===== config.mk =====
export PLATFORM = sky130hd
export DESIGN_NAME = aes_cikis_tamponu_flat
export DESIGN_NICKNAME = d
export VERILOG_FILES = /design/src/rtl/aes_cikis_tamponu_if.sv /design/src/rtl/aes_cikis_tamponu.sv /design/src/flat_wrapper.sv
export SDC_FILE = /design/constraint.sdc
export NUM_CORES = 1
export LEC_CHECK = 0
export CORE_MARGIN = 2
export CORE_UTILIZATION = 50
export DETAILED_ROUTE_END_ITERATION = 7
export PLACE_DENSITY = 0.72
export SLEW_MARGIN = 10
export SYNTH_ARGS = -nofsm -noshare
export SYNTH_HDL_FRONTEND = slang
export SYNTH_SLANG_ARGS = --single-unit

===== constraint.sdc =====
create_clock -name clk -period 13.3 [get_ports clk]
set_input_delay 3.99 -clock clk [delete_from_list [all_inputs] [get_ports clk]]
set_output_delay 3.99 -clock clk [all_outputs]
set_load 0.01 [all_outputs]

===== src/rtl/aes_cikis_tamponu_if.sv =====
// Handshake bundle between the AES engine, its upstream source and the
// ciphertext output buffer.
interface aes_cikis_tamponu_if #(
  parameter int DEPTH = 4
);
  logic                     kaynak_gecerli;
  logic                     kaynak_hazir;
  logic                     hazir;
  logic                     g_gecerli;
  logic [127:0]             sifre;
  logic [127:0]             cikis_veri;
  logic                     cikis_gecerli;
  logic                     cikis_hazir;
  logic [$clog2(DEPTH):0]   doluluk;
  logic                     tasma;

  modport slave (
    input  kaynak_gecerli, hazir, sifre, cikis_hazir,
    output kaynak_hazir, g_gecerli, cikis_veri, cikis_gecerli, doluluk, tasma
  );

  modport master (
    output kaynak_gecerli, hazir, sifre, cikis_hazir,
    input  kaynak_hazir, g_gecerli, cikis_veri, cikis_gecerli, doluluk, tasma
  );
endinterface


===== src/rtl/aes_cikis_tamponu.sv =====
// Credit-gated output buffer for the non-stallable AES-128 round pipeline:
// tracks admitted blocks through a valid delay line and captures into a FWFT FIFO.
module aes_cikis_tamponu #(
  parameter int LATENCY = 10,
  parameter int DEPTH   = 4
) (
  input logic                clk,
  input logic                rst,
  aes_cikis_tamponu_if.slave bus
);
  localparam int AW = $clog2(DEPTH);
  localparam int CW = AW + 1;
  localparam logic [CW-1:0] FULL = CW'(DEPTH);

  logic [LATENCY-1:0] d;
  logic [127:0]       mem [DEPTH];
  logic [AW-1:0]      wr_ptr;
  logic [AW-1:0]      rd_ptr;
  logic [CW-1:0]      doluluk_q;
  logic [CW-1:0]      ayrilan;
  logic               tasma_q;

  logic kaynak_hazir;
  logic accept;
  logic bos_degil;
  logic pop;
  logic capture;
  logic write;
  logic overflow;

  // Credits come from registered state only, so a pop frees a slot one cycle later.
  assign kaynak_hazir = bus.hazir && (ayrilan < FULL);
  assign accept       = bus.kaynak_gecerli && kaynak_hazir;
  assign bos_degil    = (doluluk_q != '0);
  assign pop          = bos_degil && bus.cikis_hazir;
  assign capture      = d[LATENCY-1];
  assign write        = capture && ((doluluk_q != FULL) || pop);
  assign overflow     = capture && (doluluk_q == FULL) && !pop;

  always_ff @(posedge clk or posedge rst) begin
    if (rst) begin
      d         <= '0;
      wr_ptr    <= '0;
      rd_ptr    <= '0;
      doluluk_q <= '0;
      ayrilan   <= '0;
      tasma_q   <= 1'b0;
    end else begin
      d <= {d[LATENCY-2:0], accept};
      if (write) wr_ptr <= wr_ptr + AW'(1);
      if (pop)   rd_ptr <= rd_ptr + AW'(1);

      if (accept && !pop)      ayrilan <= ayrilan + CW'(1);
      else if (pop && !accept) ayrilan <= ayrilan - CW'(1);

      if (write && !pop)      doluluk_q <= doluluk_q + CW'(1);
      else if (pop && !write) doluluk_q <= doluluk_q - CW'(1);

      if (overflow) tasma_q <= 1'b1;
    end
  end

  // Storage needs no reset: the head is masked whenever the FIFO is empty.
  always_ff @(posedge clk) begin
    if (write) mem[wr_ptr] <= bus.sifre;
  end

  assign bus.kaynak_hazir  = kaynak_hazir;
  assign bus.g_gecerli     = accept;
  assign bus.cikis_gecerli = bos_degil;
  assign bus.cikis_veri    = bos_degil ? mem[rd_ptr] : '0;
  assign bus.doluluk       = doluluk_q;
  assign bus.tasma         = tasma_q;
endmodule

===== src/flat_wrapper.sv =====
// flat-port wrapper written by rule: the top's interface ports become plain ports
module aes_cikis_tamponu_flat 
#(
  parameter int LATENCY = 10,
  parameter int DEPTH   = 4
)
  (clk, rst, bus_kaynak_gecerli, bus_hazir, bus_sifre, bus_cikis_hazir, bus_kaynak_hazir, bus_g_gecerli, bus_cikis_veri, bus_cikis_gecerli, bus_doluluk, bus_tasma);
  aes_cikis_tamponu_if #(.DEPTH(DEPTH)) bus_i ();
  input logic clk;
  input logic rst;
  input wire logic [$bits(bus_i.kaynak_gecerli)-1:0] bus_kaynak_gecerli;
  input wire logic [$bits(bus_i.hazir)-1:0] bus_hazir;
  input wire logic [$bits(bus_i.sifre)-1:0] bus_sifre;
  input wire logic [$bits(bus_i.cikis_hazir)-1:0] bus_cikis_hazir;
  output wire logic [$bits(bus_i.kaynak_hazir)-1:0] bus_kaynak_hazir;
  output wire logic [$bits(bus_i.g_gecerli)-1:0] bus_g_gecerli;
  output wire logic [$bits(bus_i.cikis_veri)-1:0] bus_cikis_veri;
  output wire logic [$bits(bus_i.cikis_gecerli)-1:0] bus_cikis_gecerli;
  output wire logic [$bits(bus_i.doluluk)-1:0] bus_doluluk;
  output wire logic [$bits(bus_i.tasma)-1:0] bus_tasma;
  assign bus_i.kaynak_gecerli = bus_kaynak_gecerli;
  assign bus_i.hazir = bus_hazir;
  assign bus_i.sifre = bus_sifre;
  assign bus_i.cikis_hazir = bus_cikis_hazir;
  assign bus_kaynak_hazir = bus_i.kaynak_hazir;
  assign bus_g_gecerli = bus_i.g_gecerli;
  assign bus_cikis_veri = bus_i.cikis_veri;
  assign bus_cikis_gecerli = bus_i.cikis_gecerli;
  assign bus_doluluk = bus_i.doluluk;
  assign bus_tasma = bus_i.tasma;
  aes_cikis_tamponu #(.LATENCY(LATENCY), .DEPTH(DEPTH)) u_core (.clk(clk), .rst(rst), .bus(bus_i));
endmodule

==> results of run 1 <==
## where the power goes
group	switching, W	internal [W]
clock	0.000589	0.000836
sequential	0.000108	0.00199
combinational	0.000738	0.00102
total	0.00144	0.00385
## critical path: stages
cell and delay [ps]:
clkdlybuf4s50_1 450, nor2b_1 160, and2_1 200, clkdlybuf4s50_1 560
## worst paths after layout
check	cells after the start	endpoint	slack, ps
worst max-delay path	4	bus_g_gecerli	3960
min in group asynchronous	2	u_core.d[0]	3880
worst min register to register	0	u_core.d[4]	350
max in group asynchronous	2	u_core.rd_ptr[1]	8800
worst max register to register	4	u_core.mem[3][11]	9840
worst min-delay path	0	u_core.d[4]	350
## cell type report
type / instances / share of cell area [%]
diodes: 5 / 0.0500
clock buffers: 70 / 5.60
clock inverters: 26 / 1.04
inverters: 5 / 0.0750
multi-input cells: 290 / 16.0
flip-flops and latches: 533 / 63.6
well taps: 525 / 2.63
repair buffers: 278 / 11.0
## flip-flops by register name, indices dropped and copies added, names as in the netlist
signal	count
u_core.mem	512
u_core.d	10
u_core.wr_ptr	2
u_core.ayrilan	3
u_core.rd_ptr	2
u_core.bus.tasma	1
u_core.bus.doluluk	3
## per-stage QoR
| step | cells | cell area, µm² |
|---|---|---|
| after floorplan | 872 | 20200 |
| after CTS | 1727 | 25000 |
| after global routing | 1728 | 25000 |
| after detailed placement | 1631 | 23300 |
| after global placement | 1631 | 23300 |
| final | 1732 | 25000 |
## logic make-up after synthesis
family	Yosys count	synth area share (%)
flops	533	78.8
simple gates	141	4.34
mux	131	14.5
buf+inv	49	1.43
xor+xnor	9	0.391
fa+ha+maj	8	0.570
compound gates	1	0.0372
## cell usage in the layout (no fill, tap or decap), types with 4 or more instances in the layout
cell type	Yosys	layout
xnor2_1	5	5
clkbuf_1	17	16
clkinv_2	0	8
inv_1	5	5
diode_2	0	5
dfrtp_1	21	19
xor2_1	4	4
bufinv_16	0	5
and2_4	0	4
ha_1	6	6
clkinv_1	0	9
buf_4	1	11
clkbuf_16	0	53
and2_1	133	129
clkdlybuf4s50_1	0	267
mux4_2	128	128
edfxtp_1	512	512
## per-layer routing
layer,track usage (%),routed length [µm]
met1,24.4,15800
met2,30.6,19100
met3,5.22,3000
met4,6.04,802
met5,0,0
==> flow_summary_export.csv, run 1 <==
group,metric,value,unit
setup_path,path_class,"in -> out",
yosys,yosysUniqueCellTypes,22,
yosys,async_flop_share,3.94,%
clocking,htreeDepth,2,
min_path,hold_start,"u_core.d[3]",
yosys,synth_nets,1013,
detailed_routing,vias_per_cell,5.42,
detailed_routing,wirelength,38.7,mm
sta,slew_viol_final,0,
sta,rsz0062_at_grt,"false",
clocking,clkTransAtPathRegs,60,ps
yosys,netlist_area,20200,µm²
sta,setup_viol,0,
status,status,"completed",
setup_path,critPathLaunch,"bus_hazir",
min_path,hold_path_class,"reg -> reg",
yosys,ys_seq_area_share,78.8,%
floorplanning,fp-row-count,73,
sta,relSlewSlack,27.0,%
floorplanning,dieArea,42000,µm²
sta,hold-worst-slack,354,ps
sta,finalHoldViolations,0,
detailed_routing,drc,0,
yosys,yosys_register_bits,533,
sta,worst_pin_slew,1100,ps
global_route,track_usage,18.7,%
placement,dp_hpwl,21.6,mm
clocking,postCtsHoldBufs,0,
finish,nNetsFinal,1302,
setup_path,critPathLaunchType,"primary input",
floorplanning,start_util,50.7,%
power_and_ir_drop,leakagePower,8.08,nW
finish,drive_above_1_share,18.2,%
power_and_ir_drop,power_density,211,nW/µm²
clocking,cts_root_buf,"clkbuf_16",
setup_path,cp.arrival,5350,ps
sta,period_minus_slack,9340,ps
global_route,grt_start_max_net_pins,88,
global_route,grt_pass1_wl,58.1,mm
finish,multiInputGateArea,4010,µm²
finish,layout.area.seq,15900,µm²
setup_path,cp-end-kind,"output port",
floorplanning,die_y,205,µm
setup_path,cp.required,9310,ps
yosys,synth_ff_type,"edfxtp_1",
placement,io_buffer_count,267,
detailed_routing,first_iter_violations,479,
sta,layout_setup_ws,3960,ps
setup_path,r2r-start,"u_core.bus.doluluk[2]",
sta,fmax,0.107,GHz
clocking,clock_sinks,533,
finish,fin_util,62.8,%
global_route,overflow,0,
yosys,synthTopCellsByArea,"edfxtp_1, mux4_2, and2_1",
global_route,antenna_found_initial,4,
global_route,grt_pass1_vias,9957,
detailed_routing,drt-pass1-iter-count,4,
clocking,clockBufferDepth,3,
finish,fillerInstances,2757,
yosys,yosysTopAreaCell,"edfxtp_1",
yosys,synth.avg_cell_area,23.1,µm²
clocking,cts_setup_buffers,0,
yosys,synth_common_cells,"edfxtp_1, and2_1, mux4_2, dfrtp_1, clkbuf_1",
floorplanning,die_w,205,µm
setup_path,crit_fanout,3,
floorplanning,coreArea,39800,µm²
yosys,ys_warn_count,0,
yosys,synth_edf_count,512,
finish,syn_to_final_growth,24.0,%
power_and_ir_drop,peakVddDrop,0.138,mV
sta,finalSetupTns,0,ps
flow_run,maxCapViolCount,0,
detailed_routing,detail_route.wl_per_cell,22.3,µm
yosys,synth_most_common_cell,"edfxtp_1",
sta,fin_skew,12.9,ps
detailed_routing,vias,9387,
power_and_ir_drop,total_power,0.00529,W
placement,globalplace.congestion,0.708,
clocking,cts-resized-gates,0,
floorplanning,io_pins,268,
detailed_routing,detail-route-antenna-nets,0,
yosys,netlist_instances,872,
clocking,cts_tree,"yes",
yosys,synth_top_area_share,76.2,%
clocking,clkLatencyLatePin,580,ps
placement,pre_cts_ws,3980,ps
clocking,cts-buffers-inserted,53,
sta,fin_crit_sh,70.3,%
Power figures use the tool's default switching activity.
==> run 2: changes to the inputs <==
==> constraint.sdc (replaced) <==
create_clock -name clk -period 8.7 [get_ports clk]
set_input_delay 2.61 -clock clk [delete_from_list [all_inputs] [get_ports clk]]
set_output_delay 2.61 -clock clk [all_outputs]
set_load 0.01 [all_outputs]
==> run 2 against run 1 <==
Effect of this change: die area unchanged; final area rose by 0.45%; critical endpoint unchanged; largest cell class unchanged; critical path type unchanged; clock-buffer cell count increased by 7.
==> flow_summary_export.csv, run 2 (synthesis results as in run 1) <==
group,metric,value,unit
status,status,"completed",
sta,worst_pin_slew,1090,ps
placement,dp_hpwl,21.9,mm
floorplanning,die_y,205,µm
clocking,clkLatencyLatePin,580,ps
detailed_routing,drc,0,
sta,relSlewSlack,27.0,%
finish,fillerInstances,2740,
setup_path,worst-path-buf-inv,2,
sta,finalSetupTns,0,ps
setup_path,cp.arrival,3950,ps
finish,largest_register,"u_core.mem",
finish,reg_top3,"u_core.mem (512), u_core.d (10)",
detailed_routing,vias_per_cell,5.42,
flow_run,maxCapViolCount,0,
floorplanning,dieArea,42000,µm²
clocking,cts_root_buf,"clkbuf_16",
clocking,cts_tree,"yes",
sta,setup_viol,0,
floorplanning,die_w,205,µm
clocking,clock_sinks,533,
sta,finalHoldViolations,0,
setup_path,path_class,"in -> out",
global_route,grt_start_max_net_pins,84,
finish,layout.area.seq,15900,µm²
placement,globalplace.congestion,0.694,
setup_path,cp.required,6090,ps
clocking,clockBufferDepth,3,
sta,rsz0062_at_grt,"false",
min_path,hold_path_class,"reg -> reg",
power_and_ir_drop,leakagePower,8.12,nW
min_path,hold_start,"u_core.d[2]",
setup_path,critPathLaunchType,"primary input",
clocking,htreeDepth,2,
global_route,overflow,0,
power_and_ir_drop,power_density,324,nW/µm²
power_and_ir_drop,total_power,0.00814,W
finish,drive_above_1_share,18.6,%
clocking,cts_setup_buffers,0,
floorplanning,coreArea,39800,µm²
finish,final_common_cell,"edfxtp_1",
clocking,cts-buffers-inserted,53,
setup_path,crit_slowest_cell,"clkdlybuf4s50_1",
power_and_ir_drop,peakVddDrop,0.255,mV
finish,syn_to_final_growth,24.5,%
setup_path,cp-end-kind,"output port",
detailed_routing,wirelength,38.9,mm
finish,largest_register_ffs,512,
floorplanning,io_pins,268,
detailed_routing,vias,9405,
setup_path,crit_fanout,3,
global_route,grt_pass1_vias,10067,
sta,slew_viol_final,0,
clocking,cts-resized-gates,0,
sta,period_minus_slack,6560,ps
setup_path,r2r-start,"u_core.bus.doluluk[2]",
clocking,postCtsHoldBufs,0,
detailed_routing,drt-pass1-iter-count,4,
detailed_routing,first_iter_violations,700,
global_route,track_usage,19.0,%
setup_path,cp_top_family,"buffers and inverters",
floorplanning,fp-row-count,73,
finish,nNetsFinal,1302,
global_route,grt_pass1_wl,59.2,mm
detailed_routing,detail_route.wl_per_cell,22.4,µm
floorplanning,start_util,50.7,%
setup_path,slowest_delay,550,ps
sta,fmax,0.153,GHz
clocking,clkTransAtPathRegs,60,ps
sta,fin_skew,8.01,ps
sta,fin_crit_sh,75.4,%
global_route,antenna_found_initial,7,
placement,io_buffer_count,267,
finish,final_cell_mix,"edfxtp_1, clkdlybuf4s50_1, and2_1",
setup_path,crit_chain,"clkdlybuf4s50_1 -> nor2b_1 -> and2_1 -> clkdlybuf4s50_1",
setup_path,cpMostUsedCell,"clkdlybuf4s50_1",
finish,multiInputGateArea,4010,µm²
detailed_routing,detail-route-antenna-nets,0,
setup_path,critPathLaunch,"bus_hazir",
-- run 2: cell count changes in the layout (fill, tap and decap cells not counted), sizes merged --
cell	change
bufinv	-2
clkbuf	+7
clkinv	-1
clkinvlp	+1
diode	-1
inv	-1
-- run 2: cell type report --
type                            count  area share, %
Inverter                            5         0.0747
Timing Repair Buffer              278           11.2
Antenna cell                        4         0.0398
Clock inverter                     23          0.742
Clock buffer                       77           6.12
Tap cell                          525           2.61
Multi-Input combinational cell    290           16.0
Sequential cell                   533           63.3
-- run 2: worst paths after layout --
kind	endpoint	slack [ps]	cells past startpoint
min in group asynchronous	u_core.d[0]	2480	2
min reg2reg	u_core.d[3]	340	0
max	bus_g_gecerli	2140	4
min	u_core.d[3]	340	0
max in group asynchronous	u_core.rd_ptr[0]	5640	2
max reg2reg	u_core.mem[1][43]	5640	4
-- run 2: layer usage --
| layer | track usage (%) | part of all wire (%) | routed length, µm |
|---|---|---|---|
| met1 | 25.3 | 41 | 16100 |
| met2 | 30.4 | 49 | 19000 |
| met3 | 5.63 | 7.4 | 2890 |
| met4 | 6.29 | 2.3 | 887 |
| met5 | 0 | 0 | 0 |
-- run 2: report_power, final --
group / switching, W / total [W] / leakage, nW / internal [W]
Clock: 0.000898 / 0.00221 / 0.842 / 0.00131
Combinational: 0.00115 / 0.00272 / 2.40 / 0.00157
Sequential: 0.000158 / 0.00320 / 4.89 / 0.00305
-- run 2: through the flow --
step | hold slack [ps] | util (%) | setup WS (ps) | std cells | area [µm²]
2_1_floorplan | 331 | - | 2230 | 872 | 20200
3_3_place_gp | 333 | 58.8 | 2140 | 1631 | 23400
3_5_place_dp | 335 | 58.8 | 2130 | 1631 | 23400
4_1_cts | 345 | 63.1 | 2130 | 1731 | 25100
5_1_grt | 350 | 63.1 | 2020 | 1734 | 25100
6_report | 344 | 63.1 | 2140 | 1735 | 25100
==> run 3: changes to the inputs <==
--- a/config.mk
+++ b/config.mk
@@ -8,7 +8,7 @@
 export CORE_MARGIN = 2
 export CORE_UTILIZATION = 50
 export DETAILED_ROUTE_END_ITERATION = 7
-export PLACE_DENSITY = 0.72
+export PLACE_DENSITY = 0.74
 export SLEW_MARGIN = 10
 export SYNTH_ARGS = -nofsm -noshare
 export SYNTH_HDL_FRONTEND = slang
==> constraint.sdc (replaced) <==
create_clock -name clk -period 5.9 [get_ports clk]
set_input_delay 1.77 -clock clk [delete_from_list [all_inputs] [get_ports clk]]
set_output_delay 1.77 -clock clk [all_outputs]
set_load 0.01 [all_outputs]
==> run 3 against run 2 <==
Effect of this change: sequential power grew 48%; highest routed layer is now met5; register-to-register slack lost 2300 ps; cell count grew 0.23%; die area is the same; combinational power grew 50%.
==> flow_summary_export.csv, run 3 (synthesis results as in run 1) <==
group,metric,value,unit
status,status,"completed",
sta,worst_pin_slew,812,ps
finish,syn_to_final_growth,24.6,%
sta,fin_skew,22.1,ps
clocking,cts_setup_buffers,0,
finish,drive_above_1_share,18.7,%
finish,largest_register,"u_core.mem",
sta,finalHoldViolations,0,
power_and_ir_drop,power_density,474,nW/µm²
setup_path,crit_slowest_cell,"dfrtp_4",
setup_path,cp-end-kind,"output port",
sta,rsz0062_at_grt,"false",
global_route,grt_pass1_vias,9970,
global_route,track_usage,19.0,%
setup_path,path_class,"reg -> out",
power_and_ir_drop,leakagePower,8.15,nW
placement,placement.cell_area,23600,µm²
setup_path,cp.arrival,3170,ps
clocking,htreeDepth,2,
sta,setup_viol,0,
clocking,cts_tree,"yes",
floorplanning,dieArea,42000,µm²
clocking,cts_root_buf,"clkbuf_16",
clocking,clkTransAtPathRegs,60,ps
clocking,cts-resized-gates,0,
global_route,grt_start_max_net_pins,71,
detailed_routing,detail-route-antenna-nets,0,
floorplanning,die_w,205,µm
floorplanning,fp-row-count,73,
placement,dp_hpwl,23.3,mm
global_route,antenna_found_initial,2,
setup_path,critPathLaunchType,"flop",
finish,finalInstanceArea,25200,µm²
detailed_routing,drt-pass1-iter-count,5,
global_route,grt_pass1_wl,59.5,mm
clocking,clockBufferDepth,3,
clocking,clock_sinks,533,
floorplanning,start_util,50.7,%
clocking,cts-buffers-inserted,53,
sta,period_minus_slack,4940,ps
floorplanning,io_pins,268,
detailed_routing,vias,9383,
sta,hold-worst-slack,341,ps
finish,reg_top3,"u_core.mem (512), u_core.d (10)",
detailed_routing,wirelength,39.3,mm
sta,finalSetupTns,0,ps
finish,num_antenna_cells,0,
clocking,postCtsHoldBufs,0,
power_and_ir_drop,peakVddDrop,0.320,mV
sta,slew_viol_final,0,
setup_path,cp.required,4130,ps
sta,relSlewSlack,45.9,%
detailed_routing,drc,0,
detailed_routing,detail_route.wl_per_cell,22.6,µm
floorplanning,coreArea,39800,µm²
detailed_routing,vias_per_cell,5.40,
setup_path,crit_fanout,33,
finish,final_cell_mix,"edfxtp_1, clkdlybuf4s50_1, and2_1",
finish,layout.area.seq,15900,µm²
sta,fin_crit_sh,83.7,%
placement,io_buffer_count,267,
clocking,clkLatencyLatePin,590,ps
setup_path,slowest_delay,930,ps
min_path,hold_path_class,"reg -> reg",
sta,fmax,0.203,GHz
finish,nNetsFinal,1314,
finish,largest_register_ffs,512,
placement,globalplace.congestion,0.710,
floorplanning,die_y,205,µm
finish,multiInputGateArea,4010,µm²
flow_run,maxCapViolCount,0,
global_route,overflow,0,
finish,fillerInstances,2729,
detailed_routing,first_iter_violations,661,
finish,final_common_cell,"edfxtp_1",
setup_path,crit_chain,"buf_4 -> mux4_2 -> and2_1 -> clkdlybuf4s50_1",
==> run 3: cell types whose count changed in the layout (fill, tap and decap cells not counted), moves of 2 or more <==
cell,delta
buf_12,+5
buf_4,+7
clkbuf_1,-4
clkbuf_8,-8
clkinv_1,+9
clkinvlp_4,-2
diode_2,-4
==> run 3: layout make-up <==
cell class / count / area share, %
clock buffer: 65 / 5.62
clock inverter: 31 / 0.766
inverter: 5 / 0.0746
multi-input combinational: 290 / 15.9
sequential: 533 / 63.2
tap: 525 / 2.61
timing repair buffer: 290 / 11.8
==> run 3: metrics by stage <==
| stage | setup slack, ps | power (W) | instances | utilization, % |
|---|---|---|---|---|
| after floorplan | 269 | 0.00702 | 872 | - |
| after global placement | 1020 | 0.00893 | 1643 | 59.1 |
| after detailed placement | 1020 | 0.00896 | 1643 | 59.1 |
| after CTS | 846 | 0.0121 | 1739 | 63.2 |
| after global routing | 750 | 0.0125 | 1739 | 63.2 |
| final | 964 | 0.0119 | 1739 | 63.2 |
==> run 3: path summary, 6_finish.rpt <==
path	start	end	slack [ps]	cells after the start
max	u_core.rd_ptr[0]	bus_cikis_veri[73]	960	4
min	u_core.d[3]	u_core.d[4]	340	0
max reg2reg	u_core.bus.doluluk[0]	u_core.ayrilan[2]	3320	8
min reg2reg	u_core.d[3]	u_core.d[4]	340	0
max in group asynchronous	rst	u_core.rd_ptr[1]	3710	2
min in group asynchronous	rst	u_core.d[0]	1630	2
==> run 3: report_power, final <==
part | leakage, nW | switching, W | internal [W]
Combinational | 2.48 | 0.00171 | 0.00238
Sequential | 4.89 | 0.000243 | 0.00449
Clock | 0.788 | 0.00132 | 0.00178
Total | 8.15 | 0.00327 | 0.00865
==> run 3: worst max-delay path, delay by kind of cell, from the launching register on <==
kind	cells	cell delay (ps)
flip-flops	1	930
buffers and inverters	2	890
multiplexers	1	540
AND/OR/NAND/NOR	1	170
==> run 3: routing by layer <==
layer | vias up | track usage, % | wire length [µm]
li1 | 4164 | - | -
met4 | 4 | 5.32 | 736
met2 | 277 | 30.3 | 19300
met1 | 4883 | 26.4 | 16600
met5 | - | 0 | 27
met3 | 55 | 5.00 | 2670
